## config.mk

```make
export PLATFORM = sky130hd
export DESIGN_NAME = pad_uart_tx
export DESIGN_NICKNAME = d
export VERILOG_FILES = /design/src/rtl/pad_uart_tx.sv
export SDC_FILE = /design/constraint.sdc
export NUM_CORES = 1
export LEC_CHECK = 0
export ABC_AREA = 1
export BUFFER_PORTS_ARGS = -buffer_cell sky130_fd_sc_hd__buf_4
export CAP_MARGIN = 20
export CORE_MARGIN = 4
export CORE_UTILIZATION = 23
export DETAILED_ROUTE_END_ITERATION = 8
export PLACE_DENSITY = 0.44
export SETUP_SLACK_MARGIN = 0.4
export SLEW_MARGIN = 30
export SYNTH_ARGS = -nofsm -noshare
export SYNTH_HDL_FRONTEND = slang
export SYNTH_SLANG_ARGS = --single-unit
```

## constraint.sdc

```tcl
create_clock -name clk -period 1.8 [get_ports clk]
set_clock_uncertainty 0.05 [all_clocks]
set_input_delay 0.27 -clock clk [delete_from_list [all_inputs] [get_ports clk]]
set_output_delay 0.27 -clock clk [all_outputs]
set_load 0.005 [all_outputs]
```

## src/rtl/pad_uart_tx.sv

```systemverilog
// pad_uart_tx: 8N1 UART transmitter sending a frozen 5-byte game snapshot per accepted tick
module pad_uart_tx #(
  parameter int CLK_HZ = 65_000_000,
  parameter int BAUD   = 115_200
) (
  input  logic       clk,
  input  logic       rst,
  input  logic       timing_tick,
  input  logic       tx_en,
  input  logic [9:0] y_pad,
  input  logic [1:0] state,
  input  logic [3:0] player1_score,
  input  logic [3:0] player2_score,
  output logic       tx,
  output logic       busy,
  output logic       pkt_done
);
  localparam int DIV_R = (CLK_HZ + BAUD / 2) / BAUD;
  localparam int DIV = DIV_R < 2 ? 2 : DIV_R;
  localparam int CW = $clog2(DIV);
  localparam logic [CW-1:0] LAST = CW'(DIV - 1);
  typedef enum logic {IDLE, SEND} pkt_t;
  typedef enum logic [1:0] {START, DATA, STOP} ph_t;
  pkt_t pkt_q, pkt_d;
  ph_t ph_q, ph_d;
  logic [CW-1:0] baud_q, baud_d;
  logic [2:0] bit_q, bit_d, byte_q, byte_d;
  logic [39:0] snap_q, snap_d;
  logic tx_q, tx_d, done_q, done_d;
  logic [7:0] b1, b2, b3;
  logic go, adv;
  always_comb begin
    b1 = {state, 4'b0000, y_pad[9:8]};
    b2 = y_pad[7:0];
    b3 = {player1_score, player2_score};
    go = pkt_q == IDLE && timing_tick && tx_en;
    adv = pkt_q == SEND && baud_q == LAST;
    pkt_d = pkt_q;
    ph_d = ph_q;
    bit_d = bit_q;
    byte_d = byte_q;
    snap_d = snap_q;
    done_d = 1'b0;
    baud_d = (pkt_q == SEND && !adv) ? baud_q + 1'b1 : '0;
    if (go) begin
      pkt_d = SEND;
      ph_d = START;
      snap_d = {b1 ^ b2 ^ b3, b3, b2, b1, 8'hA5};
    end else if (adv) begin
      if (ph_q == START) begin
        ph_d = DATA;
      end else if (ph_q == DATA) begin
        ph_d = bit_q == 3'd7 ? STOP : DATA;
        bit_d = bit_q == 3'd7 ? 3'd0 : bit_q + 3'd1;
      end else begin
        ph_d = START;
        byte_d = byte_q == 3'd4 ? 3'd0 : byte_q + 3'd1;
        pkt_d = byte_q == 3'd4 ? IDLE : SEND;
        done_d = byte_q == 3'd4;
      end
    end
    tx_d = pkt_d == IDLE || ph_d == STOP || (ph_d == DATA && snap_d[{byte_d, bit_d}]);
  end
  always_ff @(posedge clk or posedge rst) begin
    if (rst) begin
      pkt_q <= IDLE;
      ph_q <= START;
      baud_q <= '0;
      bit_q <= '0;
      byte_q <= '0;
      snap_q <= '0;
      tx_q <= 1'b1;
      done_q <= 1'b0;
    end else begin
      pkt_q <= pkt_d;
      ph_q <= ph_d;
      baud_q <= baud_d;
      bit_q <= bit_d;
      byte_q <= byte_d;
      snap_q <= snap_d;
      tx_q <= tx_d;
      done_q <= done_d;
    end
  end
  assign tx = tx_q;
  assign busy = pkt_q == SEND;
  assign pkt_done = done_q;
endmodule

```

==> impl_metrics.py <==
metrics = {
    "global_route": {
        "overflow": 0,
        "grt_max_degree": 62,
        "grt_pass1_vias": 3005,
        "antenna_found_initial": 0,
        "grt_pass1_wl_mm": 14.5,
        "grt_usage_pct": 11.6,
    },
    "cts": {
        "htreeDepth": 3,
        "cts_made_buffers": 9,
        "clk_pin_slew_ns": 0.06,
        "cts_tree": "yes",
        "clock_path_buffers": 2,
        "cts_sinks": 61,
        "clkLatencyLatePin_ns": 0.32,
        "cts_root_buf": "clkbuf_16",
    },
    "hold_path": {
        "hold_class": "in2reg",
        "hold_end": "snap_q[24]",
        "hold_depth": 3,
        "worstHoldStart": "player2_score[0]",
    },
    "timing": {
        "worst_slack_ns": -0.284,
        "post-route-period-util_pct": 116,
        "timing.slew.headroom_pct": 78.2,
        "worst_slew_pin_slew_ns": 0.327,
        "setup_violations": 1,
        "fin_crit_ns": 2.08,
        "hold_viol": 0,
        "slew_violations": 0,
        "fmax_ghz": 0.480,
        "fin_setup_tns_ns": -0.284,
        "grt_setup_unrepaired": "true",
    },
    "setup_path": {
        "r2r_end": "tx",
        "crit_path_start_kind": "flip-flop",
        "worstPathRequired_ns": 2.02,
        "setup.worst_path.start": "bit_q[1]",
        "cp_max_fo": 6,
        "crit_type": "reg2reg",
        "reg2reg_depth": 16,
        "reg2reg_from": "bit_q[1]",
        "end_kind": "flip-flop",
        "crit_arrival_ns": 2.31,
        "ff2ff_setup_slack_ns": -0.28,
    },
    "final_layout": {
        "multiInputGateArea_mm2": 0.00171,
        "fillers": 1310,
        "diodes": 0,
        "fin_area_mm2": 0.00508,
        "seqCellArea_mm2": 0.00153,
        "area_delta_synth_final_pct": 61.8,
        "drive_above_1_share_pct": 44.3,
        "fin_nets": 548,
    },
    "floorplan": {
        "die_h_um": 125,
        "start_util_pct": 23.6,
        "die_area_mm2": 0.0156,
        "io_pins": 27,
        "core_mm2": 0.0133,
        "die_x_um": 125,
        "placementRows": 42,
    },
    "outcome": {
        "status": "complete, but fails checks",
        "violations": "negative setup slack",
    },
    "pwr": {
        "p_switching_uw": 1250,
        "clkPwrFrac_pct": 40.1,
        "leakage_uw": 0.00248,
        "swShare_pct": 26.8,
        "combPwrFrac_pct": 22.4,
        "p_seq_share_pct": 37.5,
        "p_per_area_mw_per_mm2": 915,
        "p_int_uw": 3400,
        "irDropWorstVdd_v": 0.000431,
    },
    "drt": {
        "drcViolationCount": 0,
        "via_count": 2958,
        "postRouteAntennaNets": 0,
        "first_pass_iters": 4,
        "totalWireLength_mm": 8.71,
        "drt-initial-drc-count": 141,
        "via_per_inst": 4.23,
        "wl_per_cell_um": 12.4,
    },
    "synth": {
        "synth.distinct_cells": 31,
        "synth_fp_nets": 436,
        "yosysWarnings": 0,
        "ys_seq_area_share_pct": 48.6,
        "synth_cells": 407,
        "avgSynthCellArea_um2": 7.72,
        "synth-seq-cells": 61,
        "netlist_area_mm2": 0.00314,
    },
    "placed_design": {
        "gp_congestion": 0.780,
        "portBuffers": 26,
        "post_dp_cell_area_mm2": 0.00402,
        "dp_hpwl_mm": 5.92,
    },
    "flow_run": {
        "max_cap_violations": 0,
    },
}
## cell usage after synthesis (all sizes together)
| cell | n | share of area, % |
|---|---|---|
| nor3b | 4 | 0.96 |
| dfrtp | 60 | 48 |
| buf | 12 | 2.6 |
| o21ai | 21 | 3.8 |
| dfstp | 1 | 0.84 |
| xor2 | 1 | 0.28 |
| a21oi | 8 | 1.3 |
| nand2 | 144 | 18 |
| o21a | 1 | 0.24 |
| inv | 44 | 5.3 |
| or2 | 4 | 0.80 |
| nor3 | 4 | 0.64 |
| clkinv | 1 | 0.12 |
| o211ai | 1 | 0.24 |
| xnor2 | 3 | 0.84 |
| clkbuf | 1 | 0.12 |
| a22oi | 1 | 0.40 |
| ha | 5 | 2.0 |
| nor2 | 41 | 5.6 |
| nand3 | 50 | 8.5 |
## critical path: stages (launching register included)
cell and delay (ns):
dfrtp_1 0.38, ha_2 0.20, ha_4 0.17, nor2_4 0.11
nand2_1 0.06, o21ai_1 0.09, nand3_2 0.12, nand2_4 0.11
buf_12 0.12, nand2_1 0.05, nand2_1 0.06, nand2_1 0.07
nand3_2 0.08, nand3_2 0.08, a21oi_2 0.14, nand3_1 0.08
nand2_1 0.06
## state kept, by name, summed over array words and instances, names as in the netlist
| register | cells |
|---|---|
| ph_q | 2 |
| pkt_done | 1 |
| byte_q | 3 |
| baud_q | 10 |
| snap_q | 40 |
| tx | 1 |
| busy | 1 |
| bit_q | 3 |
## cells by family (layout without fill, tap and decap cells)
kind of cell,Yosys count,count (layout),synth area share [%]
buffers and inverters,58,174,8.12
AO/OA/AOI/OAI,32,32,5.97
flip-flops,61,61,48.6
adder cells (fa/ha/maj),5,5,1.99
XOR/XNOR,4,4,1.11
AND/OR/NAND/NOR,247,248,34.2
## per-stage QoR
| stage | utilization (%) | setup WS (ns) | std cells | hold WS, ns | total power [uW] |
|---|---|---|---|---|---|
| final | 38.2 | -0.284 | 700 | 0.161 | 4650 |
| after global routing | 38.2 | -0.433 | 700 | 0.157 | 4930 |
| after CTS | 36.7 | -0.237 | 687 | 0.143 | 4660 |
| after detailed placement | 30.2 | -0.305 | 654 | 0.345 | 2700 |
| after global placement | 30.2 | -0.325 | 654 | 0.340 | 2690 |
| after floorplan | - | -0.138 | 407 | 0.332 | 2290 |
## metal layers
| metal | up-vias | track usage (%) | share of wire (%) |
|---|---|---|---|
| met1 | 1386 | 14.2 | 43 |
| li1 | 1512 | - | - |
| met2 | 46 | 19.3 | 51 |
| met5 | - | 0 | 0 |
| met3 | 14 | 2.87 | 4.1 |
| met4 | 0 | 4.97 | 1.9 |
## power by group through the flow
stage / sequential [uW] / clock (uW) / combinational (uW)
final: 1740 / 1870 / 1040
after floorplan: 1750 / 0 / 541
after CTS: 1740 / 1910 / 1010
after global routing: 1770 / 1970 / 1180
after detailed placement: 1760 / 0 / 943
after global placement: 1760 / 0 / 931
## cells in the final DEF, fill, tap and decap left out, types with 3 or more instances in the layout
cell type  instances
inv_2              5
nand2_2           27
buf_16             3
o21ai_1            9
nor2_2             5
nand3_2           36
nor3_1             3
nor3b_1            4
a21oi_1            7
nand3_1           12
o21ai_2            3
nor2_4             5
xnor2_1            3
inv_1             34
nand2_4            4
clkbuf_16          9
dfrtp_1           60
buf_4             73
nand2_1          114
nor2_1            31
or2_2              4
o21ai_0            7
buf_12             8
buf_6             27
## worst max-delay path by stage
stage,endpoint,cells past startpoint
finish,tx,16
CTS,tx,17
global placement,tx,16
floorplan,tx,16
detailed placement,tx,16
global route,tx,16
## area by class of cell
type,count,share of cell area [%]
multi-input cells,289,33.7
flip-flops and latches,61,30.0
repair buffers,113,21.8
clock buffers,12,5.04
well taps,176,4.33
inverters,45,3.69
clock inverters,4,1.38
## what timing repair did
| action | 4_1_cts | 5_1_grt |
|---|---|---|
| hold buffers | 1 | 0 |
| setup endpoints to repair | 22 | 24 |
| gates resized for setup | 87 | 31 |
| pin swaps | 36 | 22 |
| hold endpoints to repair | 15 | 0 |
| gates cloned | 4 | 1 |
| setup buffers | 12 | 12 |
(Power assumes the default switching activity.)
